**src/rtl/sa_skew_feeder.sv**
```systemverilog
`default_nettype none
// ============================================================================
// Module   : sa_skew_feeder
// Brief    : Input FIFO plus diagonal skew pipeline feeding SA_CORE array rows.
// Revision : 1.0 - initial release
// ============================================================================
module sa_skew_feeder #(
    parameter int ROWS       = 8,
    parameter int DATA_W     = 8,
    parameter int FIFO_DEPTH = 4
) (
    input  logic                   clk,
    input  logic                   rst,
    input  logic                   in_valid,
    output logic                   in_ready,
    input  logic [ROWS*DATA_W-1:0] in_data,
    input  logic                   in_last,
    input  logic                   in_mode,
    input  logic                   out_stall,
    output logic [ROWS*DATA_W-1:0] out_data,
    output logic [ROWS-1:0]        out_valid,
    output logic                   busy,
    output logic                   tile_done
);

    localparam int VW = ROWS * DATA_W;
    localparam int EW = VW + 2;
    localparam int AW = $clog2(FIFO_DEPTH);
    localparam int CW = $clog2(ROWS);

    localparam logic [AW:0]   C_FULL       = (AW+1)'(FIFO_DEPTH);
    localparam logic [CW-1:0] C_FLUSH_INIT = CW'(ROWS - 1);
    localparam logic [CW-1:0] C_CNT_ONE    = CW'(1);

    localparam logic [1:0] S_IDLE   = 2'd0;
    localparam logic [1:0] S_STREAM = 2'd1;
    localparam logic [1:0] S_FLUSH  = 2'd2;
    localparam logic [1:0] S_DONE   = 2'd3;

    // ------------------------------------------------------------------
    // Input FIFO: entry = {data, last, mode}
    // ------------------------------------------------------------------
    logic [EW-1:0] r_mem [FIFO_DEPTH];
    logic [AW-1:0] r_wr_ptr;
    logic [AW-1:0] r_rd_ptr;
    logic [AW:0]   r_count;
    logic [AW:0]   w_count_next;
    logic          r_in_ready;
    logic          w_push;
    logic          w_pop;
    logic          w_empty;
    logic          w_adv;
    logic [EW-1:0] w_head;
    logic [VW-1:0] w_head_data;
    logic          w_head_last;
    logic          w_head_mode;

    assign w_adv       = !out_stall;
    assign w_push      = in_valid && r_in_ready;
    assign w_empty     = (r_count == '0);
    assign w_head      = r_mem[r_rd_ptr];
    assign w_head_data = w_head[EW-1:2];
    assign w_head_last = w_head[1];
    assign w_head_mode = w_head[0];
    assign in_ready    = r_in_ready;

    always_comb begin
        w_count_next = r_count;
        case ({w_push, w_pop})
            2'b10:   w_count_next = r_count + 1'b1;
            2'b01:   w_count_next = r_count - 1'b1;
            default: w_count_next = r_count;
        endcase
    end

    always_ff @(posedge clk) begin
        if (w_push) begin
            r_mem[r_wr_ptr] <= {in_data, in_last, in_mode};
        end
    end

    // Ready is registered from the next occupancy, so a pop frees space one cycle later.
    always_ff @(posedge clk) begin
        if (rst) begin
            r_wr_ptr   <= '0;
            r_rd_ptr   <= '0;
            r_count    <= '0;
            r_in_ready <= 1'b1;
        end else begin
            if (w_push) r_wr_ptr <= r_wr_ptr + 1'b1;
            if (w_pop)  r_rd_ptr <= r_rd_ptr + 1'b1;
            r_count    <= w_count_next;
            r_in_ready <= (w_count_next != C_FULL);
        end
    end

    // ------------------------------------------------------------------
    // Tile FSM and injection register
    // ------------------------------------------------------------------
    logic [1:0]    r_state;
    logic [1:0]    w_state_next;
    logic          r_mode;
    logic          w_mode_next;
    logic [CW-1:0] r_cnt;
    logic [CW-1:0] w_cnt_next;
    logic [VW-1:0] r_inj_data;
    logic          r_inj_valid;
    logic          r_inj_mode;
    logic [VW-1:0] w_inj_data;
    logic          w_inj_valid;
    logic          w_inj_mode;
    logic          w_pipe_busy;
    logic          w_tile_done;
    logic [ROWS-1:0] w_lane_busy;

    always_comb begin
        w_state_next = r_state;
        w_mode_next  = r_mode;
        w_cnt_next   = r_cnt;
        w_pop        = 1'b0;
        w_inj_valid  = 1'b0;
        w_inj_data   = '0;
        w_inj_mode   = r_mode;
        w_tile_done  = 1'b0;
        case (r_state)
            S_IDLE: begin
                if (w_adv && !w_empty) begin
                    w_pop       = 1'b1;
                    w_mode_next = w_head_mode;
                    w_inj_mode  = w_head_mode;
                    w_inj_valid = 1'b1;
                    w_inj_data  = w_head_data;
                    if (!w_head_last) begin
                        w_state_next = S_STREAM;
                    end else if (w_head_mode) begin
                        w_state_next = S_DONE;
                    end else begin
                        w_state_next = S_FLUSH;
                        w_cnt_next   = C_FLUSH_INIT;
                    end
                end
            end
            S_STREAM: begin
                if (w_adv && !w_empty) begin
                    w_pop       = 1'b1;
                    w_inj_valid = 1'b1;
                    w_inj_data  = w_head_data;
                    if (w_head_last) begin
                        if (r_mode) begin
                            w_state_next = S_DONE;
                        end else begin
                            w_state_next = S_FLUSH;
                            w_cnt_next   = C_FLUSH_INIT;
                        end
                    end
                end
            end
            S_FLUSH: begin
                if (w_adv) begin
                    w_cnt_next = r_cnt - 1'b1;
                    if (r_cnt == C_CNT_ONE) w_state_next = S_DONE;
                end
            end
            S_DONE: begin
                // Pulse only once the last valid beat has drained from every lane.
                if (!w_pipe_busy) begin
                    w_tile_done = 1'b1;
                    if (w_adv) w_state_next = S_IDLE;
                end
            end
            default: w_state_next = S_IDLE;
        endcase
    end

    always_ff @(posedge clk) begin
        if (rst) begin
            r_state     <= S_IDLE;
            r_mode      <= 1'b0;
            r_cnt       <= '0;
            r_inj_data  <= '0;
            r_inj_valid <= 1'b0;
            r_inj_mode  <= 1'b0;
        end else begin
            r_state <= w_state_next;
            r_mode  <= w_mode_next;
            r_cnt   <= w_cnt_next;
            if (w_adv) begin
                r_inj_data  <= w_inj_data;
                r_inj_valid <= w_inj_valid;
                r_inj_mode  <= w_inj_mode;
            end
        end
    end

    // ------------------------------------------------------------------
    // Skew chains: lane r holds r+1 stages; weight mode loads the tail directly
    // ------------------------------------------------------------------
    for (genvar gr = 0; gr < ROWS; gr++) begin : g_lane
        logic [DATA_W-1:0] r_d [gr+1];
        logic [gr:0]       r_v;
        logic [DATA_W-1:0] w_in_d;

        assign w_in_d = r_inj_data[gr*DATA_W +: DATA_W];

        if (gr == 0) begin : g_head
            always_ff @(posedge clk) begin
                if (rst) begin
                    r_d[0] <= '0;
                    r_v[0] <= 1'b0;
                end else if (w_adv) begin
                    r_d[0] <= w_in_d;
                    r_v[0] <= r_inj_valid;
                end
            end
        end else begin : g_chain
            always_ff @(posedge clk) begin
                if (rst) begin
                    for (int j = 0; j <= gr; j++) r_d[j] <= '0;
                    r_v <= '0;
                end else if (w_adv) begin
                    for (int j = 1; j <= gr; j++) r_d[j] <= r_d[j-1];
                    r_v[gr:1] <= r_v[gr-1:0];
                    if (r_inj_mode) begin
                        r_d[0]  <= '0;
                        r_v[0]  <= 1'b0;
                        r_d[gr] <= w_in_d;
                        r_v[gr] <= r_inj_valid;
                    end else begin
                        r_d[0] <= w_in_d;
                        r_v[0] <= r_inj_valid;
                    end
                end
            end
        end

        assign out_data[gr*DATA_W +: DATA_W] = r_d[gr];
        assign out_valid[gr]                 = r_v[gr];
        assign w_lane_busy[gr]               = |r_v;
    end

    assign w_pipe_busy = r_inj_valid || (|w_lane_busy);
    assign tile_done   = w_tile_done;
    assign busy        = (r_state != S_IDLE) || !w_empty;

endmodule
`default_nettype wire

```
**config.mk**
```make
export PLATFORM = sky130hd
export DESIGN_NAME = sa_skew_feeder
export DESIGN_NICKNAME = d
export VERILOG_FILES = /design/src/rtl/sa_skew_feeder.sv
export SDC_FILE = /design/constraint.sdc
export NUM_CORES = 1
export LEC_CHECK = 0
export ABC_AREA = 1
export BUFFER_PORTS_ARGS = -buffer_cell sky130_fd_sc_hd__clkbuf_2
export CORE_UTILIZATION = 45
export DETAILED_ROUTE_END_ITERATION = 8
export GPL_TIMING_DRIVEN = 0
export PLACE_DENSITY = 0.66
export SYNTH_ARGS = -nofsm -noshare
export SYNTH_HDL_FRONTEND = slang
export SYNTH_SLANG_ARGS = --single-unit
export TNS_END_PERCENT = 20
```
**constraint.sdc**
```tcl
create_clock -name clk -period 4.75 [get_ports clk]
set_input_delay 0 -clock clk [delete_from_list [all_inputs] [get_ports clk]]
set_output_delay 0 -clock clk [all_outputs]
set_load 0.005 [all_outputs]
```
=== After elaboration in Yosys (flattened, before gate mapping) ===
Memory sizes are Yosys's and may differ from the RTL's. A register that Yosys moved wholly into a read port is not among the register bits.
Index checks and enable logic that the tools add are counted.

* Flip-flop bits (word level): 116
* Bits in latches: 0
* RAM bits: 552
* Memory bits (read-only): 0
* Input port bits: 70
* Output and inout bits: 75
* Word-level logic and storage cells: 217
* Memories: 9

{| class="wikitable"
|+ Memory list
! memory !! words !! bits a word !! rd ports !! clocked after Yosys merged registers in !! write ports !! RTL line !! text
|-
| r_mem || 4 || 66 || 1 || 1 || 1 || 43 || <nowiki>logic [EW-1:0] r_mem [FIFO_DEPTH];</nowiki>
|-
| g_lane[7].r_d || 8 || 8 || 8 || 0 || 8 || 199 || <nowiki>logic [DATA_W-1:0] r_d [gr+1];</nowiki>
|-
| g_lane[6].r_d || 7 || 8 || 7 || 0 || 7 || 199 ||
|-
| g_lane[5].r_d || 6 || 8 || 6 || 0 || 6 || 199 ||
|-
| g_lane[4].r_d || 5 || 8 || 5 || 0 || 5 || 199 ||
|-
| g_lane[3].r_d || 4 || 8 || 4 || 0 || 4 || 199 ||
|-
| +3 memories || - || - || - || - || - || - ||
|}

* Add/sub/neg operators: 5
* Multipliers: 0
* Divide/modulo/power cells: 0
* $lt $le $gt $ge: 0
* Equal/unequal tests: 17
* Shift operators: 0
* Muxes and demuxes: 104
* Bitwise operators: 49
* Reduce and logical (&&, ||, !) cells: 15

{| class="wikitable"
|+ Operator list
! kind !! number
|-
| 2-to-1 mux 8 bit || 50
|-
| 2-to-1 mux 64 bit || 2
|-
| OR 1 bit || 49
|-
| OR reduction 36 bit || 1
|-
| 2-to-1 mux 1 bit || 32
|-
| 2-to-1 mux 3 bit || 7
|-
| 2-to-1 mux 2 bit || 10
|-
| inequality test 2 bit, second input constant || 10
|-
| case mux 3 bit (3 select lines) || 1
|-
| case mux 2 bit (4 select lines) || 1
|-
| AND reduction 8 bit || 1
|-
| OR reduction 8 bit || 1
|-
| AND reduction 7 bit || 1
|-
| equality test 2 bit, second input constant || 3
|-
| case mux 3 bit (2 select lines) || 1
|-
| subtractor 3 x 1 -> 3 bit, second input constant || 2
|-
| adder 2 x 1 -> 2 bit, second input constant || 2
|-
| equality test 2 x 1 -> 1 bit, second input constant || 2
|-
| adder 3 x 1 -> 3 bit, second input constant || 1
|-
| equality test 3 x 1 -> 1 bit, second input constant || 1
|-
| zero test 3 bit || 1
|-
| inequality test 3 bit, second input constant || 1
|-
| nonzero test 3 bit || 1
|-
| logical AND 1 bit || 2
|-
| other kinds (5) || 7
|}

=== Depth between registers and ports, before layout ===
Gate-level depths: netlist (run 1).

* Depth in word-level cells: 8
* Mapped depth: 12
* Depth with buffers taken out: 12

=== Least setup slack after synthesis (run 1) ===
No wires, ideal clock.

* Path kind: input to register
* From: in rst
* To: mem g_lane[1].r_d[0][0], enable pin
* Library setup time: 576 ps
* Arrival: 4705 ps
* Data required time: 4174 ps
* Setup slack: -531 ps
* Stages on the path: 4
* Buffers on the path: 2
* Cells stage by stage: buf_4 -> inv_2 -> nand2_2 -> clkbuf_1

{| class="wikitable"
|+ RTL lines
! what !! RTL line !! text
|-
| from (decl) || 13 || <nowiki>input logic rst,</nowiki>
|-
| to (decl) || 199 ||
|}

=== Final worst setup path (run 1) ===
* From: reg r_state[0]
* To: reg r_in_ready, in the netlist in_ready

* Longest elaborated chain between the ends: 6
* Elaborated cells on any way between the ends: 8
* Those cells by class: eq/ne (4); mux (2); reduce/logical (2)

{| class="wikitable"
|+ Ends and longest elaborated chain
! what !! RTL line !! text
|-
| from (decl) || 100 || <nowiki>logic [1:0] r_state;</nowiki>
|-
| from (signal assigned) || 184 || <nowiki>r_state <= w_state_next;</nowiki>
|-
| equality test 2 x 1 -> 1 bit or zero test 2 bit (tied branches) || - ||
|-
| OR reduction 2 bit (no source line) * || - ||
|-
| 2-to-1 mux 1 bit * || - ||
|-
| named net w_inj_valid || 110 || <nowiki>logic w_inj_valid;</nowiki>
|-
| equality test 2 x 1 -> 1 bit or equality test 2 bit (tied branches) || 69 || <nowiki>case ({w_push, w_pop})</nowiki>
|-
| case mux 3 bit (2 select lines) * || 69 ||
|-
| inequality test 3 bit * || 93 || <nowiki>r_in_ready <= (w_count_next != C_FULL);</nowiki>
|-
| to (signal assigned) || 93 ||
|-
| to (decl) || 48 || <nowiki>logic r_in_ready;</nowiki>
|}

The timed path passes the listed nets; every way through them passes the cells marked *.
A chain may end at the register's enable or synchronous reset.

==> impl_metrics.yaml, run 1 <==
synth:
  synthArstFlopShare_pct: 0
  synth.distinct_cells: 31
  syn_inst: 1930
  yosysSeqAreaShare_pct: 74.9
  ys.flop_type: "edfxtp_1"
  syn_avg_cell_area_um2: 12.7
  syn-cell-area_um2: 24500
  yosysWarnings: 0
  ys_ff_latch: 649
  synth_edf_count: 536
  syn_nets: 2013
worst_setup_path:
  r2r_start: "r_state[0]"
  crit_fanout: 6
  crit_required_ns: 5.26
  slowest_stage: "fa_1"
  crit_buf_inv: 2
  cp.arrival_ns: 3.04
  cp-start-kind: "flip-flop"
  crit_family: "adder cells"
  crit_chain: "inv_1, ha_1, nor2_1, nor2_4, ha_1, inv_1, fa_1, o21ai_0, o21ai_0, a21oi_1, nand3_1"
  crit_type: "flip-flop to flip-flop"
  slowest_delay_ns: 0.38
  crit_start: "r_state[0]"
  cp-end-kind: "flip-flop"
outcome:
  status: "finished, final reports clean"
clock_tree:
  cts_tree: "yes"
  cts_buffers: 61
  clk_pin_slew_ns: 0.07
  clock_path_buffers: 3
  clock_sinks: 649
  clk_latency_ns: 0.63
  htree_num_levels: 2
  clock-root-buffer: "clkbuf_16"
  cts_resized: 0
power_and_ir_drop:
  p_sw_share_pct: 26.5
  p_seq_share_pct: 48.8
  p_int_uw: 10300
  pwr-share-clk_pct: 35.3
  irDropWorstVdd_v: 0.000259
  p_switching_uw: 3710
  pwr-share-comb_pct: 15.9
  finalPower_uw: 14000
  p_per_area_nw_per_um2: 481
  power.leakage_uw: 0.0110
global_routing:
  grt_overflow_total: 0
  antenna_found_initial: 5
  grt_pass1_wl_um: 87700
  grt_pass1_vias: 15300
  grt_start_max_net_pins: 85
  track_usage_pct: 20.7
layout:
  nets: 2296
  multi_input_area_um2: 4450
  fill_cells: 4468
  final-seq-area_um2: 18400
  final_util_pct: 54.0
  layout-drive-gt1-share_pct: 16.2
  area_growth_pct: 18.6
  fin_cells: 2960
timing:
  whs_ns: 0.123
  setup_viol: 0
  tightest_slew_ns: 0.891
  fin_crit_ns: 2.53
  fin_ws_ns: 2.22
  slew_headroom_pct: 40.6
  period_share_pct: 53.2
  drv_slew: 0
  fmax_ghz: 0.396
  finalHoldViolCount: 0
  rsz0062_at_grt: "no"
  fin_skew_ns: 0.0168
placement:
  place_ws_ns: 2.26
  dpl.hpwl_um: 37400
  port_buffers: 142
  gp_congestion: 0.807
  dp_cells: 2778
detailed_routing:
  first_iter_violations: 1321
  wl_um: 57400
  ant_nets: 0
  first_pass_iters: 5
  drcViolationCount: 0
  viasPerCell: 5.17
  wl_per_cell_um: 19.4
  vias: 15300
min_path:
  holdCritPathClass: "primary input to flip-flop"
  min_from: "in_data[34]"
die:
  io-pin-count: 145
  floorplan.initialDensity_pct: 45.5
  rows: 85
  die_w_um: 235
  dieArea_um2: 55400
  coreArea_um2: 53800
  die_h_um: 235
flow_run:
  max_cap_viol_count: 0
[cells in the mapped netlist, types with 7 or more instances]
cell,count,area (µm²)
o21ai_1,32,160
nor2_1,234,878
o22ai_1,79,494
inv_2,7,26.3
a32o_1,64,641
dfxtp_1,113,2260
o21ai_0,39,195
buf_6,11,124
nand2_1,288,1080
ha_1,12,150
buf_2,57,285
inv_1,264,991
edfxtp_1,536,16100
clkbuf_1,23,86.3
a21oi_1,88,440
buf_4,28,210
nand3_1,26,130
[logic make-up after synthesis]
kind of cell	after synthesis	share of synthesized area (%)
xor+xnor	1	0.0357
compound gates	309	8.11
buf+inv	394	7.09
simple gates	564	9.15
fa+ha+maj	13	0.694
flops	649	74.9
[sequential cells by signal, summed over array words and instances, names as in the netlist, 2 cells and up, named ones only]
| signal | count |
|---|---|
| r_wr_ptr | 2 |
| g_lane.r_d | 288 |
| r_mem | 264 |
| r_state | 2 |
| r_inj_data | 64 |
| r_cnt | 3 |
| r_rd_ptr | 2 |
| r_count | 3 |
| g_lane.r_v | 15 |
[repair_timing]
action	CTS	global route
hold endpoints to repair	290	0
buffers inserted	0	0
hold buffers	68	0
[cell type report]
cell class | instances | area share, %
Inverter | 271 | 3.50
Buffer | 123 | 2.51
Antenna cell | 1 | 0.00861
Clock inverter | 33 | 1.22
Tap cell | 696 | 3.00
Sequential cell | 649 | 63.2
Clock buffer | 80 | 5.75
Timing Repair Buffer | 220 | 5.53
Multi-Input combinational cell | 887 | 15.3
[per-layer routing]
| layer | vias to the layer above | GRT usage, % | part of all wire (%) |
|---|---|---|---|
| li1 | 7175 | - | - |
| met1 | 7513 | 27.6 | 42 |
| met2 | 484 | 34.5 | 49 |
| met3 | 109 | 3.83 | 6.2 |
| met4 | 8 | 6.67 | 2.7 |
| met5 | - | 0 | 0.096 |
[power by group through the flow]
| stage | Sequential [µW] | Combinational [µW] | Clock (µW) |
|---|---|---|---|
| after floorplan | 6930 | 1370 | 0 |
| after global placement | 6970 | 2040 | 0 |
| after detailed placement | 6940 | 2150 | 0 |
| after CTS | 6820 | 2220 | 5000 |
| after global routing | 6860 | 2420 | 5220 |
| final | 6820 | 2230 | 4930 |
[final timing paths]
check	cells past startpoint	slack [ns]	to
min reg2reg	2	0.46	g_lane[7].r_d[6][2]
max	11	2.22	in_ready
max reg2reg	11	2.22	in_ready
min	2	0.12	r_mem[3][36]
[cells in the final DEF, fill, tap and decap left out, types with 8 or more instances in the layout]
cell,n
clkbuf_1,36
buf_2,57
ha_1,12
dlygate4sd3_1,68
o21ai_0,39
a21oi_1,88
buf_4,28
clkbuf_2,142
clkinv_2,13
buf_12,8
inv_1,264
o21ai_1,32
dfxtp_1,113
buf_6,11
nor2_1,230
nand3_1,26
o22ai_1,79
clkbuf_16,63
edfxtp_1,536
nand2_1,287
a32o_1,64
[stage by stage]
stage / setup TNS, ns / cell area (µm²)
floorplan: 0 / 24500
global placement: -486.41 / 26100
detailed placement: 0 / 26300
CTS: 0 / 29100
global route: 0 / 29100
finish: 0 / 29100
(Power assumes the default switching activity.)
==> inputs of run 2 (changes only) <==
==> constraint.sdc (replaced) <==
create_clock -name clk -period 2.05 [get_ports clk]
set_input_delay 0 -clock clk [delete_from_list [all_inputs] [get_ports clk]]
set_output_delay 0 -clock clk [all_outputs]
set_load 0.005 [all_outputs]
==> run 2 against run 1 <==
  * Power increased by 130%
  * Utilization increased by 0.27 points
  * Global-route usage decreased by 0.15 points
  * Final area increased by 0.50%
  * Critical endpoint is now g_lane[0].r_d[0][4]
==> impl_metrics.yaml, run 2 (synthesized netlist as in run 1, its figures left out) <==
global_routing:
  grt_pass1_vias: 15200
  grt_pass1_wl_um: 86800
  antenna_found_initial: 4
  grt_util_met1_pct: 26.7
  grt_busiest_layer: "met2"
  grt_overflow_total: 0
  grt_start_max_net_pins: 121
  use_met3_pct: 3.47
  track_usage_pct: 20.6
  met2_usage_pct: 34.8
layout:
  layout_common_cells: "edfxtp_1, nand2_1, inv_1, nor2_1, clkbuf_2"
  reg_top3: "g_lane.r_d x288, r_mem x264, r_inj_data x64"
  fill_cells: 4428
  layout_commonest_cell: "edfxtp_1"
  largest_reg_flops: 288
  largest-register: "g_lane.r_d"
  nets: 2301
  area_growth_pct: 19.2
  fin_cells: 2969
  layout-drive-gt1-share_pct: 17.2
  final_area_um2: 29200
min_path:
  holdCritPathClass: "primary input to flip-flop"
power_and_ir_drop:
  finalPower_uw: 32600
  power.leakage_uw: 0.0110
  irDropWorstVdd_v: 0.000726
  p_per_area_nw_per_um2: 1120
outcome:
  status: "finished, final reports clean"
clock_tree:
  clk_pin_slew_ns: 0.06
  clk_latency_ns: 0.63
  htree_num_levels: 2
  cts_buffers: 61
  cts_tree: "yes"
  clock_sinks: 649
  clock-root-buffer: "clkbuf_16"
  clock_path_buffers: 3
timing:
  rsz0062_at_grt: "yes"
  drv_slew: 0
  fin_skew_ns: 0.0161
  slew_headroom_pct: 36.0
  period_share_pct: 99.9
  finalHoldViolCount: 0
  setup_viol: 0
  fin_ws_ns: 0.00190
  fmax_ghz: 0.488
  fin_crit_ns: 2.05
  tightest_slew_ns: 0.960
  whs_ns: 0.128
worst_setup_path:
  crit_buf_inv: 4
  cp-end-kind: "flip-flop"
  cp.arrival_ns: 2.18
  crit_family: "buffers and inverters"
  crit_fanout: 120
  crit_chain: "buf_4, dlygate4sd3_1, inv_2, clkbuf_1, nand2_8"
  cp-start-kind: "primary input"
  crit_required_ns: 2.19
  slowest_stage: "nand2_8"
  crit_type: "primary input to flip-flop"
  reg2reg_slack_ns: 0.11
  slowest_delay_ns: 0.60
detailed_routing:
  first_iter_violations: 1419
  viasPerCell: 5.16
  drcViolationCount: 0
  ant_nets: 0
  first_pass_iters: 6
  vias: 15300
  wl_um: 57000
  wl_per_cell_um: 19.2
placement:
  place_ws_ns: -0.420
  dpl.hpwl_um: 37300
  dp_cells: 2777
  gp_congestion: 0.810
  port_buffers: 142
  detailed_place.area_um2: 26300
die:
  coreArea_um2: 53800
  die_h_um: 235
  io-pin-count: 145
  dieArea_um2: 55400
  die_w_um: 235
  floorplan.initialDensity_pct: 45.5
  rows: 85
flow_run:
  max_cap_viol_count: 0
run 2: power breakdown:
part	switching, µW	internal (µW)
registers	368	15500
logic	3480	1850
clock network	4800	6660
total	8650	24000
run 2: area by class of cell:
type,instances,area (µm²),area share [%]
inverters,271,1020,3.49
multi-input cells,887,4510,15.4
clock buffers,90,1830,6.26
repair buffers,225,1630,5.60
clock inverters,26,240,0.823
flip-flops and latches,649,18400,62.9
plain buffers,123,731,2.50
well taps,696,871,2.98
diodes,2,5.00,0.0171
run 2: what timing repair did:
action                     4_1_cts  5_1_grt
setup endpoints to repair      202      122
setup buffers                    2        0
resized for setup               12       12
cloned                           0        0
hold buffers                    72        0
pin swaps                        4        2
hold endpoints to repair       288        0
run 2: worst paths after layout:
check / end / depth (start not counted) / from
worst max register to register: r_mem[2][59] / 5 / r_wr_ptr[0]
worst min register to register: g_lane[7].r_d[6][2] / 2 / g_lane[7].r_d[5][2]
worst max-delay path: g_lane[0].r_d[0][4] / 5 / rst
worst min-delay path: r_mem[2][8] / 2 / in_data[6]
run 2: routing by layer:
layer / routed length, µm / up-vias
li1: - / 7195
met1: 23500 / 7511
met2: 27700 / 509
met3: 3880 / 111
met4: 1820 / 2
met5: 13 / -
run 2: per-stage QoR:
| step | setup TNS [ns] | util [%] |
|---|---|---|
| after detailed placement | -25.83 | 48.9 |
| after global placement | -885.14 | 48.5 |
| after global routing | -7.66 | 54.3 |
| after floorplan | -221.22 | - |
| final | 0 | 54.3 |
| after CTS | 0 | 54.2 |
==> inputs of run 3 (changes only) <==
--- a/config.mk
+++ b/config.mk
@@ -5,7 +5,7 @@
 export SDC_FILE = /design/constraint.sdc
 export NUM_CORES = 1
 export LEC_CHECK = 0
-export ABC_AREA = 1
+export ABC_AREA = 0
 export BUFFER_PORTS_ARGS = -buffer_cell sky130_fd_sc_hd__clkbuf_2
 export CORE_UTILIZATION = 45
 export DETAILED_ROUTE_END_ITERATION = 8
==> run 3 against run 2 <==
  * Cell count down 17%
  * Worst hold slack worse by 0.088 ns
  * First-iteration DRC count down 26%
  * Via count down 18%
  * Clock-buffer cell count unchanged
  * Area after synthesis down 1.3%
  * Clock skew up 0.0046 ns
  * The flow now finishes with violations (design-rule violations, negative setup slack)
==> impl_metrics.yaml, run 3 <==
worst_setup_path:
  crit_start: "r_state[0]"
  crit_required_ns: 2.55
  crit_family: "adder cells"
  crit_type: "flip-flop to flip-flop"
  crit_fanout: 3
  cp-start-kind: "flip-flop"
  cp-end-kind: "flip-flop"
  cp.arrival_ns: 2.66
  slowest_stage: "dfxtp_4"
  crit_buf_inv: 2
  crit_chain: "inv_4, ha_4, nor2_4, nor3_4, ha_2, inv_2, fa_2, xor2_1, or3_1, a21oi_2, nand2_1"
  r2r_start: "r_state[0]"
  slowest_delay_ns: 0.37
timing:
  rsz0062_at_grt: "yes"
  fin_ws_ns: -0.108
  fin_crit_ns: 2.16
  fmax_ghz: 0.463
  setup_viol: 6
  period_share_pct: 105
  slew_headroom_pct: 40.3
  tightest_slew_ns: 0.896
  fin_skew_ns: 0.0208
  finalHoldViolCount: 0
  whs_ns: 0.0403
  drv_slew: 0
detailed_routing:
  first_iter_violations: 1057
  first_pass_iters: 7
  viasPerCell: 5.11
  ant_nets: 0
  wl_um: 49000
  vias: 12500
  drcViolationCount: 24
  wl_per_cell_um: 20.0
power_and_ir_drop:
  p_switching_uw: 7160
  p_int_uw: 23200
  pwr-share-comb_pct: 12.1
  finalPower_uw: 30400
  p_sw_share_pct: 23.6
  pwr-share-clk_pct: 34.8
  power.leakage_uw: 0.0106
  p_seq_share_pct: 53.1
  irDropWorstVdd_v: 0.000702
  p_per_area_nw_per_um2: 1050
synth:
  ys_ff_latch: 649
  yosysWarnings: 0
  yosysMostFrequentCell: "edfxtp_1"
  ys.flop_type: "edfxtp_1"
  yosysSeqAreaShare_pct: 75.9
  syn_nets: 1496
  syn_avg_cell_area_um2: 17.1
  synthArstFlopShare_pct: 0
  yosys.area.top_type: "edfxtp_1"
  synth.distinct_cells: 42
  syn_inst: 1413
  synth_edf_count: 536
  synth_top_area_share_pct: 66.6
  synthTopCellsByCount: "edfxtp_1, and2_1, dfxtp_1"
  synthTopCellsByArea: "edfxtp_1, dfxtp_1, mux4_2, and2_1, mux2i_1"
  syn-cell-area_um2: 24200
outcome:
  violations: "design-rule violations, negative setup slack"
  status: "finished with violations"
die:
  io-pin-count: 145
  floorplan.initialDensity_pct: 45.7
  dieArea_um2: 54700
  rows: 84
  die_h_um: 234
  coreArea_um2: 52900
  die_w_um: 234
layout:
  reg_top3: "g_lane.r_d x288, r_mem x264, r_inj_data x64"
  layout-drive-gt1-share_pct: 22.9
  layout_commonest_cell: "edfxtp_1"
  fill_cells: 4161
  area_growth_pct: 19.6
  nets: 1796
  final-seq-area_um2: 18400
  layout_common_cells: "edfxtp_1, and2_1, clkbuf_2, dfxtp_1, nor2_1"
  largest_reg_flops: 288
  multi_input_area_um2: 5390
  largest-register: "g_lane.r_d"
clock_tree:
  clk_latency_ns: 0.62
  clock_path_buffers: 3
  clock-root-buffer: "clkbuf_16"
  htree_num_levels: 2
  clock_sinks: 649
  cts_tree: "yes"
  clk_pin_slew_ns: 0.06
  cts_buffers: 60
global_routing:
  grt_pass1_wl_um: 73800
  track_usage_pct: 18.2
  met2_usage_pct: 29.7
  use_met3_pct: 2.44
  grt_util_met1_pct: 25.2
  grt_pass1_vias: 12500
  grt_busiest_layer: "met2"
  antenna_found_initial: 3
  grt_overflow_total: 0
  grt_start_max_net_pins: 47
placement:
  gp_congestion: 0.811
  port_buffers: 144
  place_ws_ns: -0.746
  dpl.hpwl_um: 32800
flow_run:
  max_cap_viol_count: 0
min_path:
  holdCritPathClass: "primary input to flip-flop"
  min_from: "out_stall"
==> run 3: repair_timing <==
action,4_1_cts,5_1_grt
gates cloned,0,1
endpoints found under the setup margin,168,106
hold buffers,68,0
gates resized for setup,53,11
setup buffers,9,8
pin swaps,3,9
endpoints found under the hold margin,267,0
==> run 3: layout make-up <==
class                      instances  area share, %
sequential                       649           63.5
multi-input combinational        649           18.6
timing repair buffer             238           6.09
clock buffer                      90           5.97
tap                              688           2.98
buffer                           101           1.99
clock inverter                    24          0.511
inverter                          13          0.255
timing repair inverter             1         0.0173
antenna                            2         0.0173
==> run 3: stage by stage <==
step / area (µm²) / instances / setup TNS, ns / utilization, %
after CTS: 28800 / 2446 / -0.368 / 54.5
after global placement: 25800 / 2245 / -1183.03 / 48.8
final: 28900 / 2455 / -0.150 / 54.7
after detailed placement: 26100 / 2255 / -118.86 / 49.3
after floorplan: 24200 / 1413 / -355.04 / -
after global routing: 28900 / 2454 / -1.11 / 54.7
==> run 3: cell families (layout without fill, tap and decap cells) <==
kind of cell / Yosys count / count (layout) / synth area share (%)
flops: 649 / 649 / 75.9
xor+xnor: 5 / 5 / 0.181
compound gates: 121 / 121 / 3.72
mux: 123 / 123 / 8.51
fa+ha+maj: 13 / 13 / 0.704
buf+inv: 115 / 467 / 2.27
other cells: 0 / 2 / 0
simple gates: 387 / 387 / 8.68
==> run 3: worst paths after layout <==
path / to / slack [ns] / depth (start not counted)
min reg2reg: r_inj_data[3] / 0.47 / 1
max: in_ready / -0.11 / 11
max reg2reg: in_ready / -0.11 / 11
min: r_mode / 0.04 / 5
==> run 3: power groups by stage <==
stage               sequential, µW  combinational (µW)  clock [µW]
finish                       16100                3670       10600
global route                 16200                3990       11300
CTS                          16100                3620       10800
detailed placement           16400                3320           0
global placement             16400                3160           0
floorplan                    16200                2240           0
==> run 3: metal layers <==
layer,part of all wire (%),up-vias
met2,49,277
met5,0.055,-
met3,4.8,68
li1,-,5884
met1,44,6316
met4,2.2,4
==> run 3: worst min-delay path, delay by kind of cell <==
kind	cells	cell delay, ns
simple gates	2	0.19
mux	1	0.14
buf+inv	2	0.27
